--- config.mk ---
export PLATFORM = sky130hd
export DESIGN_NAME = pose_score_controller
export DESIGN_NICKNAME = d
export VERILOG_FILES = /design/src/rtl/pose_score_pkg.sv /design/src/rtl/pose_score_controller_raster_counter.sv /design/src/rtl/pose_score_controller.sv
export SDC_FILE = /design/constraint.sdc
export NUM_CORES = 1
export LEC_CHECK = 0
export CORE_ASPECT_RATIO = 0.9
export CORE_MARGIN = 10
export CORE_UTILIZATION = 30
export CTS_CLUSTER_DIAMETER = 50
export CTS_CLUSTER_SIZE = 8
export DETAILED_ROUTE_END_ITERATION = 10
export GPL_TIMING_DRIVEN = 0
export PLACE_DENSITY = 0.49
export RECOVER_POWER = 50
export SYNTH_ARGS = -nofsm -noshare
export SYNTH_HDL_FRONTEND = slang
export SYNTH_SLANG_ARGS = --single-unit
export TNS_END_PERCENT = 30
--- constraint.sdc ---
create_clock -name clk_in -period 8.8 [get_ports clk_in]
set_input_delay 2.2 -clock clk_in [delete_from_list [all_inputs] [get_ports clk_in]]
set_output_delay 2.2 -clock clk_in [all_outputs]
set_load 0.03 [all_outputs]
--- src/rtl/pose_score_pkg.sv ---
// Shared types and width helpers for the pose score controller and its raster counter.
package pose_score_pkg;

    typedef enum logic [1:0] {
        ST_IDLE  = 2'd0,
        ST_LOAD  = 2'd1,
        ST_READY = 2'd2,
        ST_DRAIN = 2'd3
    } state_e;

    function automatic int hwidth_f(input int hres);
        return $clog2(hres);
    endfunction

    function automatic int vwidth_f(input int vres);
        return $clog2(vres);
    endfunction

    function automatic int dwidth_f(input int hres, input int vres);
        return $clog2(hres + vres + 1);
    endfunction

endpackage

--- src/rtl/pose_score_controller_raster_counter.sv ---
// Raster h/v/address counter: clears to the origin, steps on enable and wraps to the origin after the last pixel.
module raster_counter
    import pose_score_pkg::*;
#(
    parameter  int HRES = 320,
    parameter  int VRES = 180,
    localparam int HW   = hwidth_f(HRES),
    localparam int VW   = vwidth_f(VRES),
    localparam int AW   = $clog2(HRES * VRES)
) (
    input  logic          clk_in,
    input  logic          rst_in,
    input  logic          clr_in,
    input  logic          en_in,
    output logic [HW-1:0] h_out,
    output logic [VW-1:0] v_out,
    output logic [AW-1:0] addr_out,
    output logic          last_out
);

    logic [HW-1:0] h_q, h_d;
    logic [VW-1:0] v_q, v_d;
    logic [AW-1:0] addr_q, addr_d;
    logic          h_end;

    assign h_end    = (h_q == HW'(HRES - 1));
    assign last_out = h_end && (v_q == VW'(VRES - 1));
    assign h_out    = h_q;
    assign v_out    = v_q;
    assign addr_out = addr_q;

    always_comb begin
        h_d    = h_q;
        v_d    = v_q;
        addr_d = addr_q;
        if (clr_in || (en_in && last_out)) begin
            h_d    = '0;
            v_d    = '0;
            addr_d = '0;
        end else if (en_in) begin
            addr_d = addr_q + AW'(1);
            if (h_end) begin
                h_d = '0;
                v_d = v_q + VW'(1);
            end else begin
                h_d = h_q + HW'(1);
            end
        end
    end

    always_ff @(posedge clk_in or posedge rst_in) begin
        if (rst_in) begin
            h_q    <= '0;
            v_q    <= '0;
            addr_q <= '0;
        end else begin
            h_q    <= h_d;
            v_q    <= v_d;
            addr_q <= addr_d;
        end
    end

endmodule

--- src/rtl/pose_score_controller.sv ---
// Two-phase sequencer for pixel_scorer: streams the reference pose in (LOAD), then sums tagged query distances (SCORE).
// Define SCORE_SAT_EN to make the score accumulator and pixel count saturate instead of wrapping.
module pose_score_controller
    import pose_score_pkg::*;
#(
    parameter  int HRES   = 320,
    parameter  int VRES   = 180,
    parameter  int SC_LAT = 3,
    parameter  int SWIDTH = 24,
    localparam int HWIDTH = hwidth_f(HRES),
    localparam int VWIDTH = vwidth_f(VRES),
    localparam int DWIDTH = dwidth_f(HRES, VRES),
    localparam int AWIDTH = $clog2(HRES * VRES),
    localparam int CWIDTH = $clog2(HRES * VRES + 1)
) (
    input  logic              clk_in,
    input  logic              rst_in,
    input  logic              start_in,
    output logic [AWIDTH-1:0] ref_addr_out,
    input  logic              ref_pixel_in,
    input  logic [HWIDTH-1:0] user_hcount_in,
    input  logic [VWIDTH-1:0] user_vcount_in,
    input  logic              user_valid_in,
    input  logic              user_last_in,
    output logic [HWIDTH-1:0] sc_pixel_hcount_out,
    output logic [VWIDTH-1:0] sc_pixel_vcount_out,
    output logic              sc_pixel_out,
    output logic              sc_pixel_valid_out,
    output logic [HWIDTH-1:0] sc_hcount_out,
    output logic [VWIDTH-1:0] sc_vcount_out,
    input  logic [DWIDTH-1:0] sc_distance_in,
    input  logic              sc_valid_in,
    output logic              ready_out,
    output logic              busy_out,
    output logic [SWIDTH-1:0] score_out,
    output logic [CWIDTH-1:0] count_out,
    output logic              score_valid_out
);

    localparam logic [1:0] FLUSH_LAST = 2'd2;

    state_e            state_q, state_d;
    logic              sweep_q, sweep_d;
    logic [1:0]        flush_q, flush_d;
    logic              ready_q, ready_d;
    logic              s1_vld_q, s1_vld_d;
    logic [HWIDTH-1:0] s1_h_q, s1_h_d, pix_h_q, pix_h_d, q_h_q, q_h_d;
    logic [VWIDTH-1:0] s1_v_q, s1_v_d, pix_v_q, pix_v_d, q_v_q, q_v_d;
    logic              pix_q, pix_d, pix_vld_q, pix_vld_d;
    logic [SC_LAT:0]   tag_q, tag_d;
    logic [SWIDTH-1:0] acc_q, acc_d, acc_add, score_q, score_d;
    logic [CWIDTH-1:0] cnt_q, cnt_d, cnt_add, count_q, count_d;
    logic              score_vld_q, score_vld_d;
    logic              rc_clr, rc_en, rc_last;
    logic [HWIDTH-1:0] rc_h;
    logic [VWIDTH-1:0] rc_v;
    logic              add_en;

    raster_counter #(.HRES(HRES), .VRES(VRES)) u_sweep (
        .clk_in   (clk_in),
        .rst_in   (rst_in),
        .clr_in   (rc_clr),
        .en_in    (rc_en),
        .h_out    (rc_h),
        .v_out    (rc_v),
        .addr_out (ref_addr_out),
        .last_out (rc_last)
    );

    // A result counts only if it lines up with one of our own queries.
    assign add_en = tag_q[SC_LAT] && sc_valid_in;

`ifdef SCORE_SAT_EN
    localparam int SUMW = ((SWIDTH > DWIDTH) ? SWIDTH : DWIDTH) + 1;
    logic [SUMW-1:0] acc_sum;
    assign acc_sum = SUMW'(acc_q) + SUMW'(sc_distance_in);
    assign acc_add = (acc_sum[SUMW-1:SWIDTH] != '0) ? '1 : acc_sum[SWIDTH-1:0];
    assign cnt_add = (cnt_q == '1) ? cnt_q : cnt_q + CWIDTH'(1);
`else
    assign acc_add = acc_q + SWIDTH'(sc_distance_in);
    assign cnt_add = cnt_q + CWIDTH'(1);
`endif

    always_comb begin
        state_d     = state_q;
        sweep_d     = sweep_q;
        flush_d     = flush_q;
        ready_d     = ready_q;
        s1_vld_d    = (state_q == ST_LOAD) && sweep_q;
        s1_h_d      = rc_h;
        s1_v_d      = rc_v;
        pix_vld_d   = s1_vld_q;
        pix_d       = s1_vld_q ? ref_pixel_in : pix_q;
        pix_h_d     = s1_vld_q ? s1_h_q : pix_h_q;
        pix_v_d     = s1_vld_q ? s1_v_q : pix_v_q;
        q_h_d       = q_h_q;
        q_v_d       = q_v_q;
        tag_d       = tag_q << 1;
        acc_d       = add_en ? acc_add : acc_q;
        cnt_d       = add_en ? cnt_add : cnt_q;
        score_d     = score_q;
        count_d     = count_q;
        score_vld_d = 1'b0;
        rc_clr      = 1'b0;
        rc_en       = 1'b0;
        case (state_q)
            ST_IDLE: begin
                if (start_in) begin
                    state_d = ST_LOAD;
                    sweep_d = 1'b1;
                    flush_d = '0;
                    rc_clr  = 1'b1;
                end
            end
            ST_LOAD: begin
                if (sweep_q) begin
                    rc_en = 1'b1;
                    if (rc_last) sweep_d = 1'b0;
                end else if (flush_q == FLUSH_LAST) begin
                    state_d = ST_READY;
                    ready_d = 1'b1;
                end else begin
                    flush_d = flush_q + 2'd1;
                end
            end
            ST_READY: begin
                if (start_in) begin
                    state_d = ST_LOAD;
                    sweep_d = 1'b1;
                    flush_d = '0;
                    rc_clr  = 1'b1;
                    ready_d = 1'b0;
                    tag_d   = '0;
                    acc_d   = '0;
                    cnt_d   = '0;
                end else begin
                    if (user_valid_in) begin
                        q_h_d    = user_hcount_in;
                        q_v_d    = user_vcount_in;
                        tag_d[0] = 1'b1;
                    end
                    if (user_last_in) state_d = ST_DRAIN;
                end
            end
            ST_DRAIN: begin
                if (tag_q == '0) begin
                    score_d     = acc_q;
                    count_d     = cnt_q;
                    score_vld_d = 1'b1;
                    acc_d       = '0;
                    cnt_d       = '0;
                    state_d     = ST_READY;
                end
            end
            default: state_d = ST_IDLE;
        endcase
    end

    always_ff @(posedge clk_in or posedge rst_in) begin
        if (rst_in) begin
            state_q     <= ST_IDLE;
            sweep_q     <= 1'b0;
            flush_q     <= '0;
            ready_q     <= 1'b0;
            s1_vld_q    <= 1'b0;
            s1_h_q      <= '0;
            s1_v_q      <= '0;
            pix_vld_q   <= 1'b0;
            pix_q       <= 1'b0;
            pix_h_q     <= '0;
            pix_v_q     <= '0;
            q_h_q       <= '0;
            q_v_q       <= '0;
            tag_q       <= '0;
            acc_q       <= '0;
            cnt_q       <= '0;
            score_q     <= '0;
            count_q     <= '0;
            score_vld_q <= 1'b0;
        end else begin
            state_q     <= state_d;
            sweep_q     <= sweep_d;
            flush_q     <= flush_d;
            ready_q     <= ready_d;
            s1_vld_q    <= s1_vld_d;
            s1_h_q      <= s1_h_d;
            s1_v_q      <= s1_v_d;
            pix_vld_q   <= pix_vld_d;
            pix_q       <= pix_d;
            pix_h_q     <= pix_h_d;
            pix_v_q     <= pix_v_d;
            q_h_q       <= q_h_d;
            q_v_q       <= q_v_d;
            tag_q       <= tag_d;
            acc_q       <= acc_d;
            cnt_q       <= cnt_d;
            score_q     <= score_d;
            count_q     <= count_d;
            score_vld_q <= score_vld_d;
        end
    end

    assign sc_pixel_hcount_out = pix_h_q;
    assign sc_pixel_vcount_out = pix_v_q;
    assign sc_pixel_out        = pix_q;
    assign sc_pixel_valid_out  = pix_vld_q;
    assign sc_hcount_out       = q_h_q;
    assign sc_vcount_out       = q_v_q;
    assign ready_out           = ready_q;
    assign busy_out            = (state_q == ST_LOAD) || (state_q == ST_DRAIN);
    assign score_out           = score_q;
    assign count_out           = count_q;
    assign score_valid_out     = score_vld_q;

endmodule

=== After elaboration in Yosys (flattened, before gate mapping) ===
Cells that the tools add are included.

* Register bits after elaboration: 178
* Input bits: 33
* Output and inout port bits: 95
* Logic and storage cells: 108

* Add/sub/neg operators: 6
* Eq/ne operators: 14
* Multiplexer cells: 45
* Bitwise gates (word level): 1
* Reductions and logical operators: 20

{| class="wikitable"
|+ Operators by type and width
! kind !! number
|-
| 16-bit 2-to-1 mux || 5
|-
| 24-bit 2-to-1 mux || 3
|-
| 24-bit one-hot mux with 2 select lines || 1
|-
| 16-bit by 1-bit adder with 16-bit output (second input constant) || 2
|-
| 16-bit one-hot mux with 2 select lines || 1
|-
| 9-bit 2-to-1 mux || 3
|-
| 24-bit by 9-bit adder with 24-bit output || 1
|-
| 8-bit 2-to-1 mux || 3
|-
| 2-bit 2-to-1 mux || 9
|-
| 1-bit 2-to-1 mux || 14
|-
| 2-bit != test (second input constant) || 5
|-
| 9-bit by 1-bit adder with 9-bit output (second input constant) || 1
|-
| 9-bit equality test (second input constant) || 1
|-
| 8-bit by 1-bit adder with 8-bit output (second input constant) || 1
|-
| 8-bit equality test (second input constant) || 1
|-
| 2-bit one-hot mux with 4 select lines || 1
|-
| 4-bit AND reduction || 2
|-
| 2-bit nonzero test || 4
|-
| 2-bit equality test (second input constant) || 3
|-
| 2-bit AND reduction || 3
|-
| 5-bit AND reduction || 1
|-
| 1-bit logical AND || 4
|-
| 4-bit zero test || 1
|-
| 4-bit 2-to-1 mux || 1
|-
| other kinds (12) || 15
|}

=== Depth between registers and ports, before layout ===
Gate-level depths: netlist of the first run.

* Depth after elaboration: 6
* Gate-level depth with buffers: 9
* Mapped depth without buffers: 9

=== Cells and area by module ===
A second synthesis of the first run with hierarchy kept.

* Cells, all modules: 654
* Area total of the unflattened synthesis: 7778.7 um^2

{| class="wikitable"
|+ Modules (own cells, without submodules)
! module !! times used !! cells an instance !! area each (um^2) !! seq. area each (um^2)
|-
| pose_score_controller || 1 || 466 || 5959.5 || 3628.5
|-
| raster_counter || 1 || 188 || 1819.2 || 825.8
|}

=== Worst setup path after synthesis of the first run ===
OpenSTA, ideal clock, no wires.

* Path type: input-to-reg
* Start point: in sc_distance_in[0]
* End point: reg acc_q[12]
* Library setup time: 0.121 ns
* Arrival time: 3.811 ns
* Required time: 8.679 ns
* Path slack: 4.868 ns
* Stages on the path: 9
* Buffers on the path: 0
* Cells stage by stage: ha_1 -> inv_1 -> fa_1 -> nand2b_1 -> a211oi_1 -> o21ai_1 -> a211oi_1 -> xnor2_1 -> nor2_1

* Longest elaborated chain between the ends: 4
* Elaborated cells between the ends (all ways): 5
* Classes of those cells: add/sub: 1; mux: 4

{| class="wikitable"
|+ Ends and longest elaborated chain
! element !! RTL line !! RTL
|-
| from (decl) || pose_score_controller.sv:31 || <nowiki>input logic [DWIDTH-1:0] sc_distance_in,</nowiki>
|-
| 24-bit by 9-bit adder with 24-bit output * || pose_score_controller.sv:80 || <nowiki>assign acc_add = acc_q + SWIDTH'(sc_distance_in);</nowiki>
|-
| 24-bit 2-to-1 mux * || pose_score_controller.sv:99 || <nowiki>acc_d = add_en ? acc_add : acc_q;</nowiki>
|-
| 24-bit 2-to-1 mux, on equally long branches || pose_score_controller.sv:146, pose_score_controller.sv:127 ||
|-
| 24-bit one-hot mux with 2 select lines * || pose_score_controller.sv:106 || <nowiki>case (state_q)</nowiki>
|-
| net acc_d[12] || pose_score_controller.sv:51 || <nowiki>logic [SWIDTH-1:0] acc_q, acc_d, acc_add, score_q, score_d;</nowiki>
|-
| to (signal assigned) || pose_score_controller.sv:175 || <nowiki>acc_q <= '0;</nowiki>
|-
| to (signal assigned) || pose_score_controller.sv:195 || <nowiki>acc_q <= acc_d;</nowiki>
|-
| to (decl) || pose_score_controller.sv:51 ||
|}

Mark *: on every way through the listed nets, which the timed path passes. The rest lies on a longest branch.
A chain may end at the register's enable or synchronous reset.

=== Worst setup path in the final report of the first run ===
* Start point: in sc_distance_in[0]
* End point: reg acc_q[18]

Same word-level chain as after synthesis.

==> flow_summary.yaml, run 1 <==
outcome:
  status: "complete, but fails checks"
  violations: "capacitance limit, slew limit"
timing:
  period_share: 0.4958
  whs_ns: 0.4069
  setup_viol: 0
  fin_ws_ns: 4.437
  worst_pin_slew_ns: 2.570
  slew_headroom: -0.7230
  clock_skew_ns: 0.01278
  hold_viol_final: 0
  drv_slew: 56
  final.min_clock_period_ns: 4.363
  finalSetupTns_ns: 0
  max_freq_ghz: 0.2292
  rsz0062_at_grt: "no"
clock_tree:
  cts_buffer_depth: 2
  clkSinkCount: 178
  cts_buffers: 17
  htreeDepth: 4
  clk_latency_ns: 0.43
  post_cts_resized: 0
  clk_pin_slew_worst_paths_ns: 0.07
  cts_tree: "yes"
  cts-root-buf: "clkbuf_16"
  cts_setup_buffers: 0
  hold_buffers: 0
power_and_ir_drop:
  p_leak_nw: 4.546
  switching_share: 0.3612
  p_int_mw: 1.684
  p_seq_frac: 0.397
  vdd.ir_drop.worst_uv: 143.4
  p_switching_mw: 0.9520
  finalPower_mw: 2.635
  p_comb_frac: 0.316
  power_density_nw_per_um2: 264.0
  clkPwrFrac: 0.287
worst_setup_path:
  setup.worst_path.start_class: "primary input"
  r2r-end: "acc_q[18]"
  slowest_delay_ns: 0.47
  cp_cell_sequence: "clkdlybuf4s50_1, ha_1, inv_1, fa_1, nand2b_1, a211oi_1, o21ai_1, a211oi_1, xnor2_1, nor2_1"
  crit_path_top_delay_cell: "clkdlybuf4s50_1"
  rr_worst_depth: 9
  cp-end-kind: "flip-flop"
  worst-setup-path-type: "primary input to flip-flop"
  cp.required_ns: 9.11
  regToRegStartpoint: "acc_q[0]"
  arrival_ns: 4.67
  worstPathMaxFanout: 8
  cpMostUsedCell: "a211oi_1"
  regToRegSetupSlack_ns: 6.30
hold_path:
  min-delay-start: "pix_vld_d"
  hp-class: "flip-flop to flip-flop"
  hold_depth: 0
  worstHoldEndpoint: "sc_pixel_valid_out"
yosys:
  synthTopCellsByArea: "dfrtp_1 58%, mux2_2 11%, xor2_1 3.7%"
  synth_ff_type: "dfrtp_1"
  yosys-top-cells-count: "178 x dfrtp_1, 75 x mux2_2, 67 x nor2_1"
  syn_inst: 639
  syn_nets: 687
  ys_warn_count: 0
  synthArstFlopShare: 1.000
  yosysTopAreaCell: "dfrtp_1"
  synth.distinct_cells: 58
  synth.avg_cell_area_um2: 11.99
  yosysSeqAreaShare: 0.5816
  syn_area_um2: 7659
  synth_top_area_share: 0.5816
  synth_edf_count: 0
  synth-seq-cells: 178
  yosysMostFrequentCell: "dfrtp_1"
placement:
  place_congestion: 0.7618
  hpwl_mm: 12.92
  port_buffers: 127
  pre_cts_ws_ns: 4.022
routing:
  vias: 5186
  dr.pass1.iters: 4
  vias_per_cell: 4.545
  drcViolationCount: 0
  wirelength_mm: 17.98
  antenna_left: 0
  wire_per_inst_um: 15.76
  drt_iter0_drc: 217
final_layout:
  syn_to_final_growth_pct: 30.34
  nets: 834
  diodes: 0
  drive_gt1_frac: 0.1627
  final_util: 0.3974
global_route:
  grtUsageTotal: 0.1135
  first_global_vias: 5601
  grt_pass1_wl_mm: 29.67
  grt_start_max_net_pins: 124
  antenna_found_initial: 0
  gr-total-overflow: 0
floorplanning:
  core_um2: 25120
  die_area_um2: 32330
  start_util: 0.3049
  die-width_um: 188.4
  dieHeight_um: 171.6
  rows: 55
  ios: 128
flow_run:
  max-cap-violations: 1
==> cell families after synthesis <==
kind of cell    after synthesis  share of synthesized area
compound gates               76                    0.06192
xor+xnor                     55                    0.06290
fa+ha+maj                    15                    0.02549
buf+inv                      35                    0.02107
flops                       178                     0.5816
mux                          76                     0.1116
simple gates                204                     0.1354
==> critical path, delay by kind of cell <==
kind | cells | cell delay, ns
compound gates | 3 | 0.97
fa+ha+maj | 2 | 0.55
buf+inv | 2 | 0.52
simple gates | 2 | 0.26
xor+xnor | 1 | 0.17
==> metrics by stage <==
step | instance area, um^2 | instances
floorplan | 7659 | 639
global placement | 9358 | 1108
detailed placement | 9393 | 1109
CTS | 9997 | 1141
global route | 9982 | 1141
finish | 9982 | 1141
==> flip-flops by register name, summed over array words and instances (netlist names), 4 cells and up <==
name,cells
cnt_q,16
s1_h_q,9
u_sweep.v_out,8
u_sweep.addr_out,16
score_out,24
sc_pixel_hcount_out,9
sc_pixel_vcount_out,8
acc_q,24
sc_hcount_out,9
s1_v_q,8
sc_vcount_out,8
u_sweep.h_out,9
tag_q,4
count_out,16
==> cell type report <==
class	count	area [um^2]
fill	2401	15140
inverter	12	46.29
tap	342	427.9
sequential	178	4454
timing repair buffer	128	1299
clock inverter	15	178.9
buffer	23	110.1
clock buffer	17	425.4
multi-input combinational	426	3040
==> per-layer routing <==
metal	GRT usage	vias to the layer above	wire (um)	part of all wire
met3	0.03704	19	972	0.054
met1	0.1407	2569	8207	0.46
met5	0	-	0	0
li1	-	2507	-	-
met2	0.1825	91	8522	0.47
met4	0.03964	0	278	0.015
==> cell usage in the layout (no fill, tap or decap), drive strengths merged, types with 2 or more instances in the layout <==
cell,count
a21oi,28
nor2,68
nand4,12
or3,3
a31oi,2
xnor2,23
nor3,7
buf,10
ha,14
o211ai,3
nand2b,3
nor3b,4
and4,5
inv,20
a21o,3
o21ai,20
clkbuf,31
xor2,32
nand2,49
nand3,27
nor2b,4
and3,10
a211oi,10
clkdlybuf4s50,124
mux2,75
clkinv,6
and2,5
dlygate4sd3,3
a21boi,3
dfrtp,178
==> worst max-delay path by stage <==
stage	from	to	slack (ns)	cells past startpoint
3_3_place_gp	rst_in	u_sweep.addr_out[15]	-0.68	2
2_1_floorplan	rst_in	acc_q[0]	1.77	1
4_1_cts	sc_distance_in[0]	acc_q[18]	4.47	10
6_report	sc_distance_in[0]	acc_q[18]	4.44	10
3_5_place_dp	sc_distance_in[0]	acc_q[18]	4.02	10
5_1_grt	rst_in	sc_vcount_out[6]	4.02	3
==> power by group through the flow <==
stage               clock network [mW]  registers [mW]  logic (mW)
global route                     0.822            1.07       0.908
finish                           0.757            1.05       0.832
global placement                     0            1.06       0.834
CTS                              0.791            1.05       0.852
detailed placement                   0            1.06       0.847
floorplan                            0            1.21       0.382
No activity file was read; power rests on OpenSTA's default activity.
==> run 2: changes to the inputs <==
- clock period: 8.8 -> 4.5 ns (I/O delays scaled with it)
==> flow_summary.yaml, run 2 (synthesis gave the netlist of run 1 again) <==
worst_setup_path:
  r2r-end: "acc_q[16]"
  worst-setup-path-type: "primary input to flip-flop"
  crit_path_top_delay_cell: "clkdlybuf4s50_1"
  cp_cell_sequence: "clkdlybuf4s50_1, ha_1, inv_1, fa_1, nand2b_1, a211oi_1, o21ai_1, a211oi_1, xnor2_1, nor2_1"
  setup.worst_path.start_class: "primary input"
  cp-endpoint: "acc_q[16]"
  rr_worst_depth: 9
  cpMostUsedCell: "a211oi_1"
  worstPathMaxFanout: 8
  regToRegSetupSlack_ns: 2.01
  arrival_ns: 3.58
  regToRegStartpoint: "acc_q[0]"
  cp-end-kind: "flip-flop"
  worstSetupStartpoint: "sc_distance_in[0]"
  slowest_delay_ns: 0.47
  cp.required_ns: 4.81
final_layout:
  stdcell_count: 1144
  final_common_cell: "dfrtp_1"
  nets: 837
  syn_to_final_growth_pct: 30.89
  nFillCells: 2415
  layout.area.seq_um2: 4454
  multi_input_area_um2: 3034
  diodes: 0
  final_util: 0.3991
  final_cell_mix: "178 x dfrtp_1, 124 x clkdlybuf4s50_1, 75 x mux2_2"
  stdcell_area_um2: 10020
  drive_gt1_frac: 0.1683
clock_tree:
  clk_latency_ns: 0.43
  clkSinkCount: 178
  hold_buffers: 0
  clk_pin_slew_worst_paths_ns: 0.08
  cts_tree: "yes"
  cts_setup_buffers: 0
  post_cts_resized: 0
  cts_buffer_depth: 2
  cts_buffers: 17
  cts-root-buf: "clkbuf_16"
  htreeDepth: 4
global_route:
  gr-total-overflow: 0
  first_global_vias: 5534
  grt_start_max_net_pins: 46
  grtUsageTotal: 0.1148
  antenna_found_initial: 0
  grt_pass1_wl_mm: 29.97
routing:
  vias_per_cell: 4.550
  antenna_left: 0
  dr.pass1.iters: 4
  wirelength_mm: 17.84
  drt_iter0_drc: 222
  vias: 5205
  drcViolationCount: 0
  wire_per_inst_um: 15.60
timing:
  max_freq_ghz: 0.3060
  final.min_clock_period_ns: 3.268
  hold_viol_final: 0
  setup_viol: 0
  drv_slew: 0
  period_share: 0.7262
  clock_skew_ns: 0.01851
  slew_headroom: 0.09090
  rsz0062_at_grt: "no"
  worst_pin_slew_ns: 1.356
power_and_ir_drop:
  finalPower_mw: 5.168
  p_leak_nw: 4.557
  vdd.ir_drop.worst_uv: 260.5
  p_comb_frac: 0.317
  clkPwrFrac: 0.289
  switching_share: 0.3619
  p_seq_frac: 0.395
  p_int_mw: 3.298
  p_switching_mw: 1.870
  power_density_nw_per_um2: 515.5
placement:
  place_congestion: 0.7805
  hpwl_mm: 13.17
  port_buffers: 127
  placed_area_um2: 9442
  place_inst: 1112
floorplanning:
  rows: 55
  start_util: 0.3049
  die-width_um: 188.4
  dieHeight_um: 171.6
  ios: 128
  core_um2: 25120
  die_area_um2: 32330
hold_path:
  hp-class: "flip-flop to flip-flop"
outcome:
  status: "finished, final reports clean"
flow_run:
  max-cap-violations: 0
run 2: changes by cell type in the layout (fill, tap and decap cells not counted), sizes merged:
cell and change:
clkbuf -2, buf +5, clkinv +2, inv -2
run 2: through the flow:
step / TNS [ns] / hold slack (ns) / worst slack (ns)
5_1_grt: 0 / 0.3951 / 0.9280
2_1_floorplan: 0 / 0.3519 / 1.094
3_5_place_dp: 0 / 0.3648 / 0.8057
3_3_place_gp: -64.76 / 0.3608 / -0.3871
4_1_cts: 0 / 0.3818 / 1.244
6_report: 0 / 0.3774 / 1.232
run 2: cell type report:
class	count	share of cell area
buffer	23	0.01136
multi-input combinational	426	0.3027
tap	342	0.04269
timing repair buffer	131	0.1333
inverter	12	0.004618
clock buffer	17	0.04244
clock inverter	15	0.01860
sequential	178	0.4443
run 2: worst min path at each step:
stage	startpoint	endpoint	slack, ns	depth (start not counted)
2_1_floorplan	pix_vld_d	sc_pixel_valid_out	0.35	0
3_3_place_gp	pix_vld_d	sc_pixel_valid_out	0.36	0
3_5_place_dp	pix_vld_d	sc_pixel_valid_out	0.36	0
4_1_cts	pix_vld_d	sc_pixel_valid_out	0.38	0
5_1_grt	pix_vld_d	sc_pixel_valid_out	0.40	0
6_report	pix_vld_d	sc_pixel_valid_out	0.38	0
run 2: routing by layer:
layer,up-vias,part of all wire,GRT usage
met5,-,0,0
met4,0,0.0094,0.03413
met3,13,0.066,0.04170
met2,99,0.48,0.1852
met1,2574,0.45,0.1417
li1,2519,-,-
run 2: power by group through the flow:
stage               Clock, mW  Combinational (mW)  Sequential, mW
floorplan                   0               0.747            2.36
global placement            0                1.64            2.06
detailed placement          0                1.67            2.08
CTS                      1.55                1.68            2.04
global route             1.62                1.79            2.08
finish                   1.49                1.64            2.04
run 2: worst max-delay path: cells and delay by family:
kind                     cells  cell delay, ns
XOR/XNOR                     1            0.16
buffers and inverters        2            0.52
AO/OA/AOI/OAI                3            0.99
adder cells (fa/ha/maj)      2            0.54
AND/OR/NAND/NOR              2            0.25
